==> src/rtl/config_frame_sequencer_if.sv <==
// Config word stream from the bitstream bridge; valid/ready handshake, transfer on s_valid & s_ready.
// Combinational pass-through bundle: no latency, the master holds data while ready is low.
interface config_frame_sequencer_if;
  logic [31:0] s_data;
  logic        s_valid;
  logic        s_ready;

  modport master (output s_data, output s_valid, input s_ready);
  modport slave  (input s_data, input s_valid, output s_ready);
endinterface

==> src/rtl/config_frame_sequencer.sv <==
// Parses SYNC + per-frame commands, gathers NUM_ROWS words, then pulses one FrameStrobe bit (edge after last word).
// Latency: last word at edge N -> strobe cycle N+1 -> s_ready back in N+3; s_ready low only in STROBE/HOLD.
module config_frame_sequencer #(
  parameter int          NUM_ROWS       = 8,
  parameter int          NUM_COLUMNS    = 8,
  parameter int          FRAMES_PER_COL = 20,
  parameter logic [31:0] SYNC_WORD      = 32'hFAB0_FAB1
) (
  input  logic                                  CLK,
  input  logic                                  reset,
  config_frame_sequencer_if.slave               s,
  output logic [32*NUM_ROWS-1:0]                FrameData,
  output logic [NUM_COLUMNS*FRAMES_PER_COL-1:0] FrameStrobe,
  output logic                                  busy,
  output logic                                  done,
  output logic                                  err
);

  localparam int STRB_W = NUM_COLUMNS * FRAMES_PER_COL;
  localparam int IDX_W  = (STRB_W > 1) ? $clog2(STRB_W) : 1;
  localparam int CNT_W  = (NUM_ROWS > 1) ? $clog2(NUM_ROWS) : 1;
  localparam logic [7:0] OP_WRITE = 8'h01;
  localparam logic [7:0] OP_END   = 8'h02;
  localparam logic [CNT_W-1:0] LAST_ROW = CNT_W'(NUM_ROWS - 1);

  typedef enum logic [2:0] {IDLE, CMD, DATA, STROBE, HOLD} state_t;

  state_t           state;
  logic [CNT_W-1:0] word_cnt;
  logic [IDX_W-1:0] tgt_idx;
  logic             discard;

  logic        accept;
  logic [7:0]  opcode;
  logic [7:0]  col;
  logic [15:0] frame;
  logic        in_range;

  assign accept   = s.s_valid & s.s_ready;
  assign opcode   = s.s_data[31:24];
  assign col      = s.s_data[23:16];
  assign frame    = s.s_data[15:0];
  assign in_range = (int'(col) < NUM_COLUMNS) && (int'(frame) < FRAMES_PER_COL);

  always_ff @(posedge CLK or posedge reset) begin
    if (reset) begin
      state       <= IDLE;
      FrameData   <= '0;
      FrameStrobe <= '0;
      s.s_ready   <= 1'b1;
      busy        <= 1'b0;
      done        <= 1'b0;
      err         <= 1'b0;
      word_cnt    <= '0;
      tgt_idx     <= '0;
      discard     <= 1'b0;
    end else begin
      done <= 1'b0;
      case (state)
        IDLE: begin
          if (accept && s.s_data == SYNC_WORD) begin
            state <= CMD;
            busy  <= 1'b1;
            err   <= 1'b0;
          end
        end
        CMD: begin
          if (accept) begin
            case (opcode)
              OP_WRITE: begin
                // Out-of-range targets still consume their data words so the stream stays aligned.
                state   <= DATA;
                discard <= !in_range;
                tgt_idx <= IDX_W'(int'(col) * FRAMES_PER_COL + int'(frame));
                if (!in_range) err <= 1'b1;
              end
              OP_END: begin
                state <= IDLE;
                busy  <= 1'b0;
                done  <= 1'b1;
              end
              default: begin
                state <= IDLE;
                busy  <= 1'b0;
                err   <= 1'b1;
              end
            endcase
          end
        end
        DATA: begin
          if (accept) begin
            FrameData[32*word_cnt +: 32] <= s.s_data;
            if (word_cnt == LAST_ROW) begin
              word_cnt <= '0;
              if (discard) begin
                state <= CMD;
              end else begin
                state                <= STROBE;
                s.s_ready            <= 1'b0;
                FrameStrobe[tgt_idx] <= 1'b1;
              end
            end else begin
              word_cnt <= word_cnt + CNT_W'(1);
            end
          end
        end
        STROBE: begin
          state       <= HOLD;
          FrameStrobe <= '0;
        end
        HOLD: begin
          // FrameData stays put one more cycle after the strobe falls for latch hold time.
          state     <= CMD;
          s.s_ready <= 1'b1;
        end
        default: begin
          state       <= IDLE;
          FrameStrobe <= '0;
          s.s_ready   <= 1'b1;
          busy        <= 1'b0;
        end
      endcase
    end
  end

endmodule

==> src/flat_wrapper.sv <==
// flat-port wrapper written by rule: the top's interface ports become plain ports
module config_frame_sequencer_flat 
#(
  parameter int          NUM_ROWS       = 8,
  parameter int          NUM_COLUMNS    = 8,
  parameter int          FRAMES_PER_COL = 20,
  parameter logic [31:0] SYNC_WORD      = 32'hFAB0_FAB1
)
  (CLK, reset, FrameData, FrameStrobe, busy, done, err, s_s_data, s_s_valid, s_s_ready);
  config_frame_sequencer_if s_i ();
  input  logic CLK;
  input  logic reset;
  output logic [32*NUM_ROWS-1:0] FrameData;
  output logic [NUM_COLUMNS*FRAMES_PER_COL-1:0] FrameStrobe;
  output logic busy;
  output logic done;
  output logic err;
  input wire logic [$bits(s_i.s_data)-1:0] s_s_data;
  input wire logic [$bits(s_i.s_valid)-1:0] s_s_valid;
  output wire logic [$bits(s_i.s_ready)-1:0] s_s_ready;
  assign s_i.s_data = s_s_data;
  assign s_i.s_valid = s_s_valid;
  assign s_s_ready = s_i.s_ready;
  config_frame_sequencer #(.NUM_ROWS(NUM_ROWS), .NUM_COLUMNS(NUM_COLUMNS), .FRAMES_PER_COL(FRAMES_PER_COL), .SYNC_WORD(SYNC_WORD)) u_core (.CLK(CLK), .reset(reset), .s(s_i), .FrameData(FrameData), .FrameStrobe(FrameStrobe), .busy(busy), .done(done), .err(err));
endmodule
==> config.mk <==
export PLATFORM = sky130hd
export DESIGN_NAME = config_frame_sequencer_flat
export DESIGN_NICKNAME = d
export VERILOG_FILES = /design/src/rtl/config_frame_sequencer_if.sv /design/src/rtl/config_frame_sequencer.sv /design/src/flat_wrapper.sv
export SDC_FILE = /design/constraint.sdc
export NUM_CORES = 1
export LEC_CHECK = 0
export CORE_MARGIN = 4
export CORE_UTILIZATION = 25
export CTS_BUF_LIST = sky130_fd_sc_hd__clkbuf_4
export CTS_CLUSTER_DIAMETER = 100
export DETAILED_ROUTE_END_ITERATION = 12
export GPL_TIMING_DRIVEN = 0
export HOLD_SLACK_MARGIN = 0.12
export SYNTH_ARGS = -nofsm -noshare
export SYNTH_HDL_FRONTEND = slang
export SYNTH_SLANG_ARGS = --single-unit
==> constraint.sdc <==
create_clock -name CLK -period 47 [get_ports CLK]
set_input_delay 9.4 -clock CLK [delete_from_list [all_inputs] [get_ports CLK]]
set_output_delay 9.4 -clock CLK [all_outputs]
set_load 0.005 [all_outputs]
======== Yosys cells after proc, flatten, opt, wreduce, memory -nomap -nowiden ========
Index checks and enable logic that the tools add are counted.
storage, ports and cells
  register bits ........................... 435
  input port bits ......................... 35
  output and inout bits ................... 420
  logic and storage cells ................. 88
cells by class
  add/subtract/negate cells ............... 3
  multipliers ............................. 1
  magnitude comparators ................... 4
  eq/ne operators ......................... 16
  shift-type cells ........................ 2
  muxes and demuxes ....................... 31
  bitwise logic cells ..................... 5
  reduce and logical (&&, ||, !) cells .... 16
operators by type and width
  operator                                                  count
  two-way mux 160 bit                                       3
  one-hot mux 160 bit (2 select lines)                      1
  bitwise mux 256 bit                                       1
  variable shift 32 x 34 -> 256 bit (first input constant)  1
  variable part select 32 x 34 -> 256 bit                   1
  bitwise OR 160 bit                                        1
  negation 8 -> 34 bit                                      1
  equality test 32 bit (second input constant)              1
  < comparator 16 x 5 -> 1 bit (second input constant)      1
  AND reduction 4 bit                                       4
  two-way mux 3 bit                                         5
  one-hot mux 3 bit (5 select lines)                        1
  two-way mux 1 bit                                         13
  < comparator 8 x 9 -> 1 bit (second input constant)       1
  OR reduction 3 bit                                        3
  adder 8 bit                                               1
  demux 1 bit (select 8 bit)                                1
  equality test 8 x 1 -> 1 bit (second input constant)      1
  equality test 8 x 2 -> 1 bit (second input constant)      1
  >= comparator 8 x 1 -> 1 bit (second input constant)      1
  < comparator 8 x 4 -> 1 bit (second input constant)       1
  multiplier 8 x 3 -> 6 bit (second input constant)         1
  != test 2 x 1 -> 1 bit (second input constant)            4
  equality test 3 x 2 -> 1 bit (second input constant)      2
  other kinds (17)                                          27

======== Depth between registers and ports, before layout ========
  depth after elaboration ................. 9
  gate-level depth with buffers ........... 10
  gate-level depth less buffers ........... 8

======== Worst setup path before layout ========
OpenSTA, ideal clock, no wires.
  path type ............................... input to register
  start point ............................. in s_s_data[17]
  end point ............................... reg u_core.tgt_idx[7]
  setup time .............................. 0.136 ns
  arrival ................................. 10.947 ns
  data required time ...................... 46.864 ns
  slack ................................... 35.917 ns
  cell stages on the path ................. 7
  path buffers ............................ 0
  path through ............................ ha_1 ha_1 fa_1 ha_1 a21oi_1 xnor2_1 o21ai_0
between the ends
  cells in the longest elaborated chain, start to end .. 2
ends and longest elaborated chain
  element                    RTL line                      text
  from (decl)                flat_wrapper.sv:18            input wire logic [$bits(s_i.s_data)-1:0] s_s_data;
  multiplier 8 x 3 -> 6 bit  config_frame_sequencer.sv:74  tgt_idx <= IDX_W'(int'(col) * FRAMES_PER_COL + int'(frame));
  adder 8 bit                config_frame_sequencer.sv:74
  to (signal assigned)       config_frame_sequencer.sv:74
  to (decl)                  config_frame_sequencer.sv:30  logic [IDX_W-1:0] tgt_idx;
No other way between the ends.
A chain may end at the register's enable or synchronous reset.

======== Worst setup path after layout ========
  start point ............................. in s_s_data[4]
  end point ............................... reg u_core.err
between the ends
  cells in the longest elaborated chain, start to end .. 4
  elaborated cells on any way between the ends .. 7
  classes of those cells .................. order compare (1); eq/ne (3); reduce/logical (3)
ends and longest elaborated chain
  element                                                                   RTL line                                                    text
  < comparator 16 x 5 -> 1 bit or equality test 32 bit (tied branches)      config_frame_sequencer.sv:43, config_frame_sequencer.sv:61
  logical AND 1 bit (on tied branches)                                      config_frame_sequencer.sv:43, config_frame_sequencer.sv:61
  != test 3 bit (no source line) or != test 2 x 1 -> 1 bit (tied branches)  n/a
  AND reduction 5 bit (no source line) *                                    n/a
  to (signal assigned)                                                      config_frame_sequencer.sv:53                                err <= 1'b0;
  to (signal assigned)                                                      config_frame_sequencer.sv:64                                err <= 1'b0;
  to (signal assigned)                                                      config_frame_sequencer.sv:75                                if (!in_range) err <= 1'b1;
  to (decl)                                                                 config_frame_sequencer.sv:16                                output logic err
Every way passes the cells marked *; elsewhere a longest branch is shown, timed or not.

==> key figures <==
Status
  – Status: complete, no violations

Pwr
  – Lkg Pwr: 10.5 nW
  – Power Density: 31.2 nW/µm²
  – Worst VDD drop: 0.0208 mV
  – Tot Pwr: 0.758 mW

Global routing
  – GR Overflow Total: 0
  – Largest net degree at the start of global routing: 126
  – GRT Total Usage: 18.7%
  – Vias in the first global route: 15.7k
  – First-pass GRT wire length: 103 mm
  – Initial antenna violation count: 5

Synth
  – Gate Count Post-Synth: 1645
  – Synth unique cells: 55
  – Number of flops mapped to enable cells by yosys: 0
  – Sequential element share of the synthesized area: 63.7%
  – Syn avg cell area: 10.4 µm²
  – Asr flop ratio synth: 100%
  – Synth Register Bits: 435
  – Predominant post-synthesis flop cell: dfrtp_1
  – Ys Warns: 0
  – Post-synthesis net count: 1695
  – Cell area after synthesis: 17100 µm²

Placement
  – Final RePlAce weighted congestion: 0.822
  – Place WS: 34620 ps
  – HPWL after detailed placement: 51.5 mm
  – Post-Place Cells: 2970
  – Port Buffers: 449
  – Placed inst area: 22800 µm²

Final layout
  – Design area: 24300 µm²
  – Area Overhead vs Synth: 42.2%
  – Commonest non-fill, non-tap cells in the layout: nand2_1 (485), clkdlybuf4s50_1 (449), dfrtp_1 (434)
  – Layout cell share with drive strength beyond 1: 11.6%
  – Layout Utilization: 36.0%
  – Sequential cell area: 10900 µm²
  – Multi-input gate area: 5720 µm²
  – Finished Layout Cells: 3185
  – Fillers: 6802
  – Commonest non-fill, non-tap cell in the layout: nand2_1
  – Nets@finish: 2266

Setup path
  – Reg2Reg Capture Point: u_core.FrameData[42]$_DFFE_PP0P_
  – CP Capture Type: flop
  – FF-to-FF setup slack: 43830 ps
  – Worst setup SP type: input port
  – Critical R2R Launch: u_core.word_cnt[0]$_DFFE_PP0P_
  – CP endpoint: u_core.err$_DFFE_PP0P_
  – Crit path arrival time: 12140 ps
  – Crit Path Class: input port to flop
  – WP data required: 47710 ps
  – Critical Path Start: s_s_data[4]
  – Worst r2r path cells: 10
  – Crit Path Max Fanout: 10

Drt
  – DRT Pass-1 Iters: 5
  – Number of DRC markers in iteration 0: 997
  – Post-route DRC: 0
  – Final ANT Viol Nets: 0
  – Final wirelength: 69.6 mm
  – Wire length per cell: 21.8 µm
  – Vias per cell: 4.74
  – Vias after detailed routing: 15.1k

STA
  – Hold slack: 477 ps
  – Final min period: 11430 ps
  – Hold Fails Final Rpt: 0
  – Final Max Tran Viols: 0
  – Final Worst Setup Slack: 35570 ps
  – Worst-Margin Slew: 1310 ps
  – Fmax achieved: 87.5 MHz
  – RSZ-0062 raised after global routing: false
  – Final TNS setup: 0 ps
  – Layout Skew: 71.7 ps
  – Setup violators final: 0
  – Max-slew headroom: 12.9%
  – Tcrit/Tclk final: 24.3%

Clock network
  – Hold buffer count at CTS: 0
  – CTS buffer count: 117
  – Htree depth: 3
  – Max Root-Sink Buffers: 3
  – Resized cells post-CTS: 0
  – CTS tree: built
  – Clock root cell: clkbuf_4
  – # Post-CTS Setup Buffers: 0
  – Clk_lat worst skew: 920 ps
  – Clock slew seen by the registers of the worst setup and hold paths: 60 ps
  – Clock Sinks: 435

Run
  – Max-cap violations: 0

Floorplan
  – Vert. Die Dim: 270 µm
  – Chip Width: 270 µm
  – Initial core utilization: 25.3%
  – Rows: 95
  – Die Area: 72700 µm²
  – Core Area: 67500 µm²
  – I/O pins: 455

Min path
  – Hold Crit Class: flop to flop
  – Hold path start: u_core.FrameData[196]$_DFFE_PP0P_
sequential cells by signal, indices dropped and copies added (netlist names):
name / flops
u_core.err: 1
u_core.busy: 1
u_core.FrameStrobe: 160
u_core.word_cnt: 3
u_core.tgt_idx: 8
u_core.FrameData: 256
u_core.done: 1
u_core.discard: 1
u_core.state: 3
u_core.s.s_ready: 1
critical path: stages:
cell             delay [ps]
clkdlybuf4s50_1         490
clkbuf_1                840
nand4_1                 190
nor4_1                  330
nand4b_1                370
o41ai_1                 360
o21ai_0                 150
area by class of cell:
cell class                      count  area share, %
Buffer                            113           1.85
Tap cell                          873           4.49
Inverter                           11          0.201
Clock buffer                      175           5.40
Sequential cell                   435           44.8
Timing Repair Buffer              452           18.8
Clock inverter                     33          0.885
Multi-Input combinational cell   1086           23.5
Antenna cell                        7         0.0720
power by group:
part | switching (mW) | total, mW | internal (mW) | leakage (nW)
clock | 0.165 | 0.342 | 0.177 | 0.911
combinational | 0.0288 | 0.0389 | 0.0102 | 3.51
sequential | 0.00101 | 0.377 | 0.376 | 6.06
total | 0.195 | 0.758 | 0.563 | 10.5
Yosys cell counts (5+ instances only):
cell type  count  area [µm²]
or3_1          6        37.5
nor4_1         7        43.8
nand3_1       10        50.1
mux2_2        49         552
o21ai_0      308        1540
nand2_1      485        1820
nand2b_1      17         106
a32o_1         8        80.1
buf_1          8        30.0
o31ai_1       30         225
dfrtp_1      434       10900
a21oi_1        9        45.0
and2_1         5        31.3
inv_1         11        41.3
nor2b_1        7        43.8
clkbuf_1      94         353
ha_1          13         163
buf_2          8        40.0
nor2_1        30         113
nor3_1        12        60.1
a22o_1        34         298
kinds of logic after synthesis:
group	Yosys count	share of synthesized area [%]
mux	50	3.29
simple gates	609	15.0
xor+xnor	8	0.410
buf+inv	124	2.88
compound gates	404	13.6
fa+ha+maj	15	1.19
flops	435	63.7
worst min path at each step:
stage,to,cells after the start
floorplan,u_core.FrameData[103]$_DFFE_PP0P_,2
global placement,u_core.FrameStrobe[71]$_DFFE_PP0P_,2
detailed placement,u_core.FrameData[254]$_DFFE_PP0P_,2
CTS,u_core.FrameData[242]$_DFFE_PP0P_,2
global route,u_core.FrameData[191]$_DFFE_PP0P_,2
finish,u_core.FrameData[196]$_DFFE_PP0P_,2
per-layer routing:
layer	global-route usage [%]	part of all wire, %	vias to the layer above
li1	-	-	6794
met1	22.0	40	7486
met2	30.7	47	661
met3	7.38	9.3	150
met4	7.21	3.9	2
met5	0	0.019	-
No activity file was read; power rests on OpenSTA's default activity.
==> RTL edit: new RTL, same settings <==
`FRAMES_PER_COL` is set to 20 in 2 places; all go to 30.
--- a/src/rtl/config_frame_sequencer.sv
+++ b/src/rtl/config_frame_sequencer.sv
@@ -3,7 +3,7 @@
 module config_frame_sequencer #(
   parameter int          NUM_ROWS       = 8,
   parameter int          NUM_COLUMNS    = 8,
-  parameter int          FRAMES_PER_COL = 20,
+  parameter int          FRAMES_PER_COL = 30,
   parameter logic [31:0] SYNC_WORD      = 32'hFAB0_FAB1
 ) (
   input  logic                                  CLK,
--- a/src/flat_wrapper.sv
+++ b/src/flat_wrapper.sv
@@ -3,7 +3,7 @@
 #(
   parameter int          NUM_ROWS       = 8,
   parameter int          NUM_COLUMNS    = 8,
-  parameter int          FRAMES_PER_COL = 20,
+  parameter int          FRAMES_PER_COL = 30,
   parameter logic [31:0] SYNC_WORD      = 32'hFAB0_FAB1
 )
   (CLK, reset, FrameData, FrameStrobe, busy, done, err, s_s_data, s_s_valid, s_s_ready);
Ports: changed (resized FrameStrobe); port bits go from 455 to 535. The function was not compared with the original's and may differ.
==> RTL edit against the unedited design <==
- sequential cell count rose by 80
- clock power increased by 19%
- largest cell class unchanged
- total power increased by 17%
- routed wire length rose by 15%
- worst setup slack worse by 1.1 ns
- register-to-register slack worse by 0.84 ns
- largest power group unchanged
- highest routed layer unchanged
- area after synthesis increased by 18%
- final area rose by 18%
==> RTL edit: results (changes against the unedited design) <==
ROUTING
-------------------------------------------------------------------------------------------------
Violation count after the first detailed-routing iteration                                  1,030   +3.3%
Ratio of routed vias to standard cells                                                       4.76   +0.44%
DRT Wirelength                                                                            79.7 mm   +15%

GLOBAL ROUTE
-------------------------------------------------------------------------------------------------
First-pass GRT wire length                                                                 117 mm   +14%
Via count of the first global-routing pass                                                 17,300   +9.7%
Total global routing track utilization                                                      18.3%   -0.37 points

FINISH
-------------------------------------------------------------------------------------------------
Final nets                                                                                  2,337   +3.1%
Layout cell share with drive strength beyond 1                                              18.1%   +6.5 points
Fill cell count                                                                             7,897   +16%

SYNTHESIS
-------------------------------------------------------------------------------------------------
Share of the yosys chip area belonging to registers                                         63.7%   +0.064 points
Top post-synthesis cells by count                                                    dfrtp_1 (514), nand2_1 (256), a22o_1 (224)
Syn Nets                                                                                    1,670   -1.5%
Cells taking the most area after synthesis                                           dfrtp_1 (64%), a22o_1 (9.7%), mux2_2 (8.2%), nand2_1 (4.8%), clkbuf_1 (1.9%)
Mapped Cells                                                                                1,609   -2.2%
Number of distinct library cell variants in the gate-level netlist after synthesis             53   -3.6%

SETUP PATH
-------------------------------------------------------------------------------------------------
Setup slack of the worst register-to-register path                                       42.99 ns   -0.84 ns
Endpoint arrival time on the critical path                                               13.28 ns   +1.14 ns
Worst-path maximum fanout                                                                      11   +1

CTS
-------------------------------------------------------------------------------------------------
Num CTS Buffers                                                                               142   +21%
Latest clock arrival within the worst-skew pair                                           0.94 ns   +0.02 ns
CTS H-Tree Depth                                                                                4   +1

POWER AND IR DROP
-------------------------------------------------------------------------------------------------
Leakage power total                                                                       13.4 nW   +27%

PLACE
-------------------------------------------------------------------------------------------------
Number of placed instances, taps included                                                   3,191   +7.4%
Detailed Place HPWL                                                                       59.3 mm   +15%
Global placement routability congestion                                                     0.852   +3.7%

TIMING
-------------------------------------------------------------------------------------------------
Final setup skew                                                                        0.0691 ns   -0.00266 ns

RUN STATUS
-------------------------------------------------------------------------------------------------
Run status                                                                              completed

MIN PATH
-------------------------------------------------------------------------------------------------
Startpoint of the most critical hold path                                            u_core.FrameData[168]

==> RTL edit: cell count changes after synthesis, sizes merged, moves of 11 or more <==
cell and delta:
a22o +190, nand2 -231, dfrtp +80, o21ai -241, buf +27, mux2 +98, nand2b -11, a31oi +17
o31ai -26, and3 +16
==> RTL edit: critical path: stages <==
cell and delay, ns:
clkdlybuf4s50_1 0.91, fa_1 0.79, inv_1 0.06, fa_1 0.47
inv_1 0.06, fa_1 0.40, xor2_1 0.20, ha_1 0.35
o21ai_0 0.14, o21bai_1 0.15, a21oi_1 0.09, xnor2_1 0.17
o21ai_0 0.09
==> RTL edit: cell type report <==
| class | instances | share of cell area [%] |
|---|---|---|
| Clock inverter | 43 | 0.943 |
| Multi-Input combinational cell | 925 | 23.2 |
| Inverter | 19 | 0.275 |
| Sequential cell | 515 | 45.0 |
| Timing Repair Buffer | 523 | 18.5 |
| Tap cell | 1060 | 4.63 |
| Antenna cell | 4 | 0.0349 |
| Buffer | 150 | 2.16 |
| Clock buffer | 201 | 5.27 |
==> RTL edit: report_power, final <==
part	leakage (nW)	internal, mW	switching, mW
Clock	1.05	0.209	0.197
Sequential	7.20	0.443	0
Combinational	5.11	0.0126	0.0273
Total	13.4	0.665	0.224
==> RTL edit: cells by family after synthesis <==
| group | count (synthesis) | share of synthesized area (%) |
|---|---|---|
| buffers and inverters | 169 | 3.41 |
| AOI/OAI and AO/OA | 340 | 12.9 |
| and+or+nand+nor | 400 | 9.25 |
| DFF | 515 | 63.7 |
| muxes | 147 | 8.18 |
| adders and majority gates | 26 | 1.91 |
| xor gates and xnor gates | 12 | 0.588 |
==> RTL edit: path summary, 6_finish.rpt <==
kind                                    endpoint  cells after the start
min in group asynchronous  u_core.FrameData[159]                      2
max                            u_core.tgt_idx[7]                     13
min                        u_core.FrameData[168]                      2
min reg2reg                u_core.FrameData[168]                      2
max in group asynchronous  u_core.FrameData[192]                      4
max reg2reg                 u_core.FrameData[96]                      9
==> RTL edit: metal layers <==
layer / vias to the layer above / share of wire, % / track usage (%)
met5: - / 0.034 / 0
met4: 4 / 3.0 / 6.77
met3: 169 / 9.3 / 6.89
met2: 797 / 49 / 31.2
met1: 8274 / 39 / 21.0
li1: 7129 / - / -
==> RTL edit: per-stage QoR <==
step	hold WS, ns	cell area, um2	setup WS [ns]
floorplan	0.463	20200	23.22
global placement	0.455	26700	17.75
detailed placement	0.461	26900	33.59
CTS	0.475	28600	34.65
global route	0.496	28600	34.46
finish	0.472	28700	34.48
